[config.mk]
export PLATFORM = sky130hd
export DESIGN_NAME = div_40_16
export DESIGN_NICKNAME = d
export VERILOG_FILES = /design/src/rtl/div_40_16_pkg.sv /design/src/rtl/div_40_16_stage.sv /design/src/rtl/div_40_16.sv
export SDC_FILE = /design/constraint.sdc
export NUM_CORES = 2
export LEC_CHECK = 0
export CORE_MARGIN = 3
export CORE_UTILIZATION = 67
export DETAILED_ROUTE_END_ITERATION = 8
export DONT_BUFFER_PORTS = 1
export GPL_ROUTABILITY_DRIVEN = 0
export PLACE_DENSITY = 0.94
export RECOVER_POWER = 100
export SYNTH_ARGS = -nofsm -noshare
export SYNTH_HDL_FRONTEND = slang
export SYNTH_SLANG_ARGS = --single-unit
[constraint.sdc]
create_clock -name clk -period 38.2 [get_ports clk]
set_input_delay 1.91 -clock clk [delete_from_list [all_inputs] [get_ports clk]]
set_output_delay 1.91 -clock clk [all_outputs]
set_load 0.02 [all_outputs]
[src/rtl/div_40_16_pkg.sv]
// Shared widths, output field offsets and per-stage state for the 40/16 unsigned divider.
package div_40_16_pkg;

  localparam int unsigned DIVIDEND_W = 40;
  localparam int unsigned DIVISOR_W  = 16;
  localparam int unsigned DOUT_W     = 56;

  localparam int unsigned QUO_LSB = 16;
  localparam int unsigned QUO_MSB = 55;
  localparam int unsigned REM_LSB = 0;
  localparam int unsigned REM_MSB = 15;

  // dvd holds the dividend bits not yet consumed, MSB first.
  typedef struct packed {
    logic                  valid;
    logic [DIVISOR_W-1:0]  rem;
    logic [DIVIDEND_W-1:0] quo;
    logic [DIVIDEND_W-1:0] dvd;
    logic [DIVISOR_W-1:0]  divisor;
  } stage_t;

  localparam int unsigned STAGE_W = $bits(stage_t);

  // Iterations done by stage idx: ceil(40/latency) each, trailing stages take what is left.
  function automatic int unsigned stage_iters(int unsigned latency, int unsigned idx);
    int unsigned per_stage;
    int unsigned done;
    int unsigned result;
    per_stage = (DIVIDEND_W + latency - 1) / latency;
    done      = idx * per_stage;
    if (done >= DIVIDEND_W) begin
      result = 0;
    end else if (DIVIDEND_W - done < per_stage) begin
      result = DIVIDEND_W - done;
    end else begin
      result = per_stage;
    end
    return result;
  endfunction

endpackage

[src/rtl/div_40_16_stage.sv]
// One combinational slice of restoring long division: STAGE_ITERS quotient bits per pass.
module div_40_16_stage
  import div_40_16_pkg::*;
#(
  parameter int unsigned STAGE_ITERS = 5
) (
  input  logic [STAGE_W-1:0] i_state,
  output logic [STAGE_W-1:0] o_state
);

  stage_t               w_state;
  logic [DIVISOR_W:0]   w_trial;

  always_comb begin
    w_state = i_state;
    w_trial = '0;
    for (int unsigned j = 0; j < STAGE_ITERS; j++) begin
      w_trial     = {w_state.rem, w_state.dvd[DIVIDEND_W-1]};
      w_state.dvd = w_state.dvd << 1;
      // A zero divisor always "fits", giving all-ones quotient and dividend[15:0] as remainder.
      if (w_trial >= {1'b0, w_state.divisor}) begin
        w_state.rem = w_trial[DIVISOR_W-1:0] - w_state.divisor;
        w_state.quo = {w_state.quo[DIVIDEND_W-2:0], 1'b1};
      end else begin
        w_state.rem = w_trial[DIVISOR_W-1:0];
        w_state.quo = {w_state.quo[DIVIDEND_W-2:0], 1'b0};
      end
    end
  end

  assign o_state = w_state;

endmodule

[src/rtl/div_40_16.sv]
// Fully pipelined 40/16 unsigned divider, result LATENCY cycles after operand acceptance.
// Define DIV_40_16_REMAINDER_EN to drive the remainder onto dout[15:0]; otherwise those bits are 0.
module div_40_16
  import div_40_16_pkg::*;
#(
  parameter int unsigned LATENCY = 8
) (
  input  logic                  clk,
  input  logic                  rst,
  input  logic                  s_axis_divisor_tvalid,
  input  logic [DIVISOR_W-1:0]  s_axis_divisor_tdata,
  input  logic                  s_axis_dividend_tvalid,
  input  logic [DIVIDEND_W-1:0] s_axis_dividend_tdata,
  output logic                  m_axis_dout_tvalid,
  output logic [DOUT_W-1:0]     m_axis_dout_tdata
);

  logic                  r_opnd_valid;
  logic [DIVIDEND_W-1:0] r_opnd_dvd;
  logic [DIVISOR_W-1:0]  r_opnd_dvs;

  stage_t w_stage_in  [LATENCY];
  stage_t w_stage_out [LATENCY];
  stage_t w_last;

  logic [DOUT_W-1:0] w_dout;
  logic              w_unused_last;

  logic              r_dout_valid;
  logic [DOUT_W-1:0] r_dout_data;

  always_ff @(posedge clk) begin
    if (rst) begin
      r_opnd_valid <= 1'b0;
    end else begin
      r_opnd_valid <= s_axis_divisor_tvalid & s_axis_dividend_tvalid;
    end
    r_opnd_dvd <= s_axis_dividend_tdata;
    r_opnd_dvs <= s_axis_divisor_tdata;
  end

  assign w_stage_in[0] = '{valid:   r_opnd_valid,
                           rem:     '0,
                           quo:     '0,
                           dvd:     r_opnd_dvd,
                           divisor: r_opnd_dvs};

  // The last stage feeds the output register directly, so only LATENCY-1 stage registers exist.
  for (genvar i = 0; i < LATENCY; i++) begin : g_stage
    div_40_16_stage #(
      .STAGE_ITERS(stage_iters(LATENCY, i))
    ) u_stage (
      .i_state(w_stage_in[i]),
      .o_state(w_stage_out[i])
    );

    if (i < LATENCY - 1) begin : g_reg
      stage_t r_state;

      always_ff @(posedge clk) begin
        r_state <= w_stage_out[i];
        if (rst) begin
          r_state.valid <= 1'b0;
        end
      end

      assign w_stage_in[i+1] = r_state;
    end
  end

  assign w_last = w_stage_out[LATENCY-1];

  assign w_dout[QUO_MSB:QUO_LSB] = w_last.quo;
`ifdef DIV_40_16_REMAINDER_EN
  assign w_dout[REM_MSB:REM_LSB] = w_last.rem;
  assign w_unused_last = ^{w_last.dvd, w_last.divisor};
`else
  assign w_dout[REM_MSB:REM_LSB] = '0;
  assign w_unused_last = ^{w_last.dvd, w_last.divisor, w_last.rem};
`endif

  // Data only moves on a valid result so the bus holds steady between pulses.
  always_ff @(posedge clk) begin
    if (rst) begin
      r_dout_valid <= 1'b0;
      r_dout_data  <= '0;
    end else begin
      r_dout_valid <= w_last.valid;
      if (w_last.valid) begin
        r_dout_data <= w_dout;
      end
    end
  end

  assign m_axis_dout_tvalid = r_dout_valid;
  assign m_axis_dout_tdata  = r_dout_data;

endmodule

==> out/results.txt <==
Vias in the first global route: 42390
Final worst slack: 18.82 ns
Number of synthesized register bits: 609
Area grow syn2layout: 6.36%
Dpl ws: 22.55 ns
Slew Viols, Final: 134
Post-synthesis sequential area ratio: 25.6%
Starting Density: 67.8%
CTS sink count: 609
Final worst path period need: 19.38 ns
Cts hold-fix bufs: 0
Slew @ Worst Pin: 2.84 ns
Row cnt: 97
CP Capture Type: flip-flop
Most used DFF post-synth: dfxtp_1
Crit. Startpoint: g_stage[2].g_reg.r_state[1]$_DFF_P_
Syn avg cell area: 8.56 µm²
Status: finished with violations
Failing checks: max-capacitance violations, max-slew violations
Count of cell types in the netlist: 100
Post-CTS Setup Inserts: 0
Total wire length: 130000 µm
Setup Skew: 0.0349 ns
WHS: 0.313 ns
Drc violations: 0
I/O pin count: 117
Max incr delay on CP: 1.72 ns
CTS tree: done
Crit path launch type: flip-flop
Hold Path Class: flip-flop to flip-flop
Reg clk slew, reported paths: 0.07 ns
Port bufs: 0
Critical Path Sink: g_stage[3].g_reg.r_state[98]$_DFF_P_
Final hold violations: 0
CP bufs+invs: 8
Relative max-transition margin: -89.6%
Crit Path Class: flip-flop to flip-flop
Core Region: 0.0703 mm²
Layout cells sized above 1: 6.43%
GRT Total Usage: 33.6%
Critical Path RT: 38.62 ns
Via density: 6.62
H-tree depth: 3
FF-to-FF End: g_stage[3].g_reg.r_state[98]$_DFF_P_
Clock Tree Root: clkbuf_16
Largest net degree at the start of global routing: 50
Clk_lat worst skew: 0.63 ns
Critical R2R Launch: g_stage[2].g_reg.r_state[1]$_DFF_P_
CP dominant cell by count: o21ai_0
Final period util: 50.7%
Post-synth EDFFs: 0
DR iter-0 viols: 4559
F_max: 51.6 MHz
Endpoints failing setup: 0
Slowest cell on the critical path: a211oi_1
Final ANT Viol Nets: 0
Post-DP Area: 0.0485 mm²
Drt pass-1 iters: 8
GRT overflow: 0
DP Wirelength: 97800 µm
DIE WIDTH: 273 µm
# fillers: 4768
Post-CTS sizing: 0
WP depth: 55
CTS Buf Count: 66
Final instance area: 0.0507 mm²
Post-Syn Area: 0.0476 mm²
R2R cell count: 55
Family with the most delay on the worst path: compound AO/OA/AOI/OAI gates
Ys Warns: 0
Max_cap viols: 6
Initial antenna violation count: 6
Max clock buf depth: 3
Setup TNS: 0 ns
Vias: 43314
Worst R2R Setup Slack: 18.82 ns
First-pass GRT wire length: 209000 µm
Critical path arrival: 19.81 ns
Drt wl/cell: 19.8 µm
Height of the die: 273 µm
RSZ-0062 raised after global routing: false
Ys async rst share: 0%
Die ar.: 0.0743 mm²
Gate count of the mapped netlist: 5561
Final Net Count: 6276
CP max FO: 28
[cell families (layout without fill, tap and decap cells)]
kind of cell,Yosys count,count (layout),synth area share (%)
simple gates,1423,1423,14.5
buf+inv,501,525,4.17
fa+ha+maj,664,664,18.0
xor+xnor,454,454,8.35
mux,356,356,8.15
compound gates,1553,1553,21.1
other cells,1,20,0.00787
flops,609,609,25.6
[metrics by stage]
step / util, % / instances
global route: 72.1 / 6541
CTS: 72.2 / 6540
global placement: 69.0 / 6424
floorplan: - / 5576
detailed placement: 69.0 / 6424
finish: 72.1 / 6544
[routing by layer]
metal	vias up	global-route usage [%]	wire, µm
li1	20097	-	-
met1	20190	40.9	52100
met2	2392	56.0	58700
met3	631	5.87	10900
met4	4	19.3	7870
met5	-	0	20
[layout make-up]
type / count / area, µm² / area share (%)
clock buffers: 81 / 1850 / 3.66
well taps: 940 / 1180 / 2.32
multi-input cells: 4466 / 33400 / 66.0
repair buffers: 15 / 67.6 / 0.133
flip-flops and latches: 609 / 12200 / 24.1
diodes: 4 / 10.0 / 0.0198
clock inverters: 35 / 442 / 0.872
inverters: 394 / 1480 / 2.92
[registers in the layout, summed over array words and instances (netlist names)]
name and cells:
g_stage.g_reg.r_state 511, m_axis_dout_tdata 40, m_axis_dout_tvalid 1, r_opnd_dvd 40, r_opnd_dvs 16, r_opnd_valid 1
[synth_stat cells, types with 86 or more instances]
master | number | area (µm²)
nor2_1 | 428 | 1610
mux2i_1 | 106 | 1060
nor3_1 | 102 | 510
nand3_1 | 86 | 430
ha_1 | 626 | 7830
xnor2_1 | 313 | 2740
nor2b_1 | 110 | 688
xor2_1 | 141 | 1230
a21o_1 | 178 | 1340
inv_1 | 378 | 1420
o21a_1 | 106 | 796
o21ai_0 | 307 | 1540
a21oi_1 | 467 | 2340
dfxtp_1 | 609 | 12200
mux2_2 | 206 | 2320
nand2_1 | 340 | 1280
[cell usage in the layout, fill, tap and decap left out, types with 34 or more instances in the layout]
master     instances
a211oi_1          56
a21o_1           178
a21oi_1          469
and3_1            34
clkbuf_16         69
dfxtp_1          609
fa_1              38
ha_1             626
inv_1            387
mux2_1            57
mux2_2           191
mux2i_1          105
nand2_1          340
nand2b_1          77
nand3_1           86
nand4_1           83
nor2_1           428
nor2b_1          110
nor3_1           104
o21a_1           106
o21ai_0          320
o21bai_1          41
o31ai_1           45
xnor2_1          313
xor2_1           141
[worst min path at each step]
stage	endpoint	slack, ns	start	depth (start not counted)
3_5_place_dp	g_stage[0].g_reg.r_state[53]$_DFF_P_	0.31	r_opnd_dvd[32]$_DFF_P_	0
2_1_floorplan	g_stage[0].g_reg.r_state[21]$_DFF_P_	0.31	r_opnd_dvd[0]$_DFF_P_	0
5_1_grt	g_stage[5].g_reg.r_state[83]$_DFF_P_	0.32	g_stage[4].g_reg.r_state[78]$_DFF_P_	0
6_report	g_stage[6].g_reg.r_state[77]$_DFF_P_	0.31	g_stage[5].g_reg.r_state[72]$_DFF_P_	0
4_1_cts	g_stage[6].g_reg.r_state[89]$_DFF_P_	0.31	g_stage[5].g_reg.r_state[84]$_DFF_P_	0
3_3_place_gp	g_stage[4].g_reg.r_state[61]$_DFF_P_	0.31	g_stage[3].g_reg.r_state[56]$_DFF_P_	0
[worst register-to-register path, delay by kind of cell, from the launching register on]
family / cells / cell delay, ns
fa+ha+maj: 5 / 1.96
flops: 1 / 0.64
buf+inv: 8 / 2.96
compound gates: 33 / 11.11
mux: 1 / 0.15
simple gates: 8 / 2.36
Power is not shown: default switching activity piles up to over one toggle a cycle in this logic, so the estimate is an artifact.
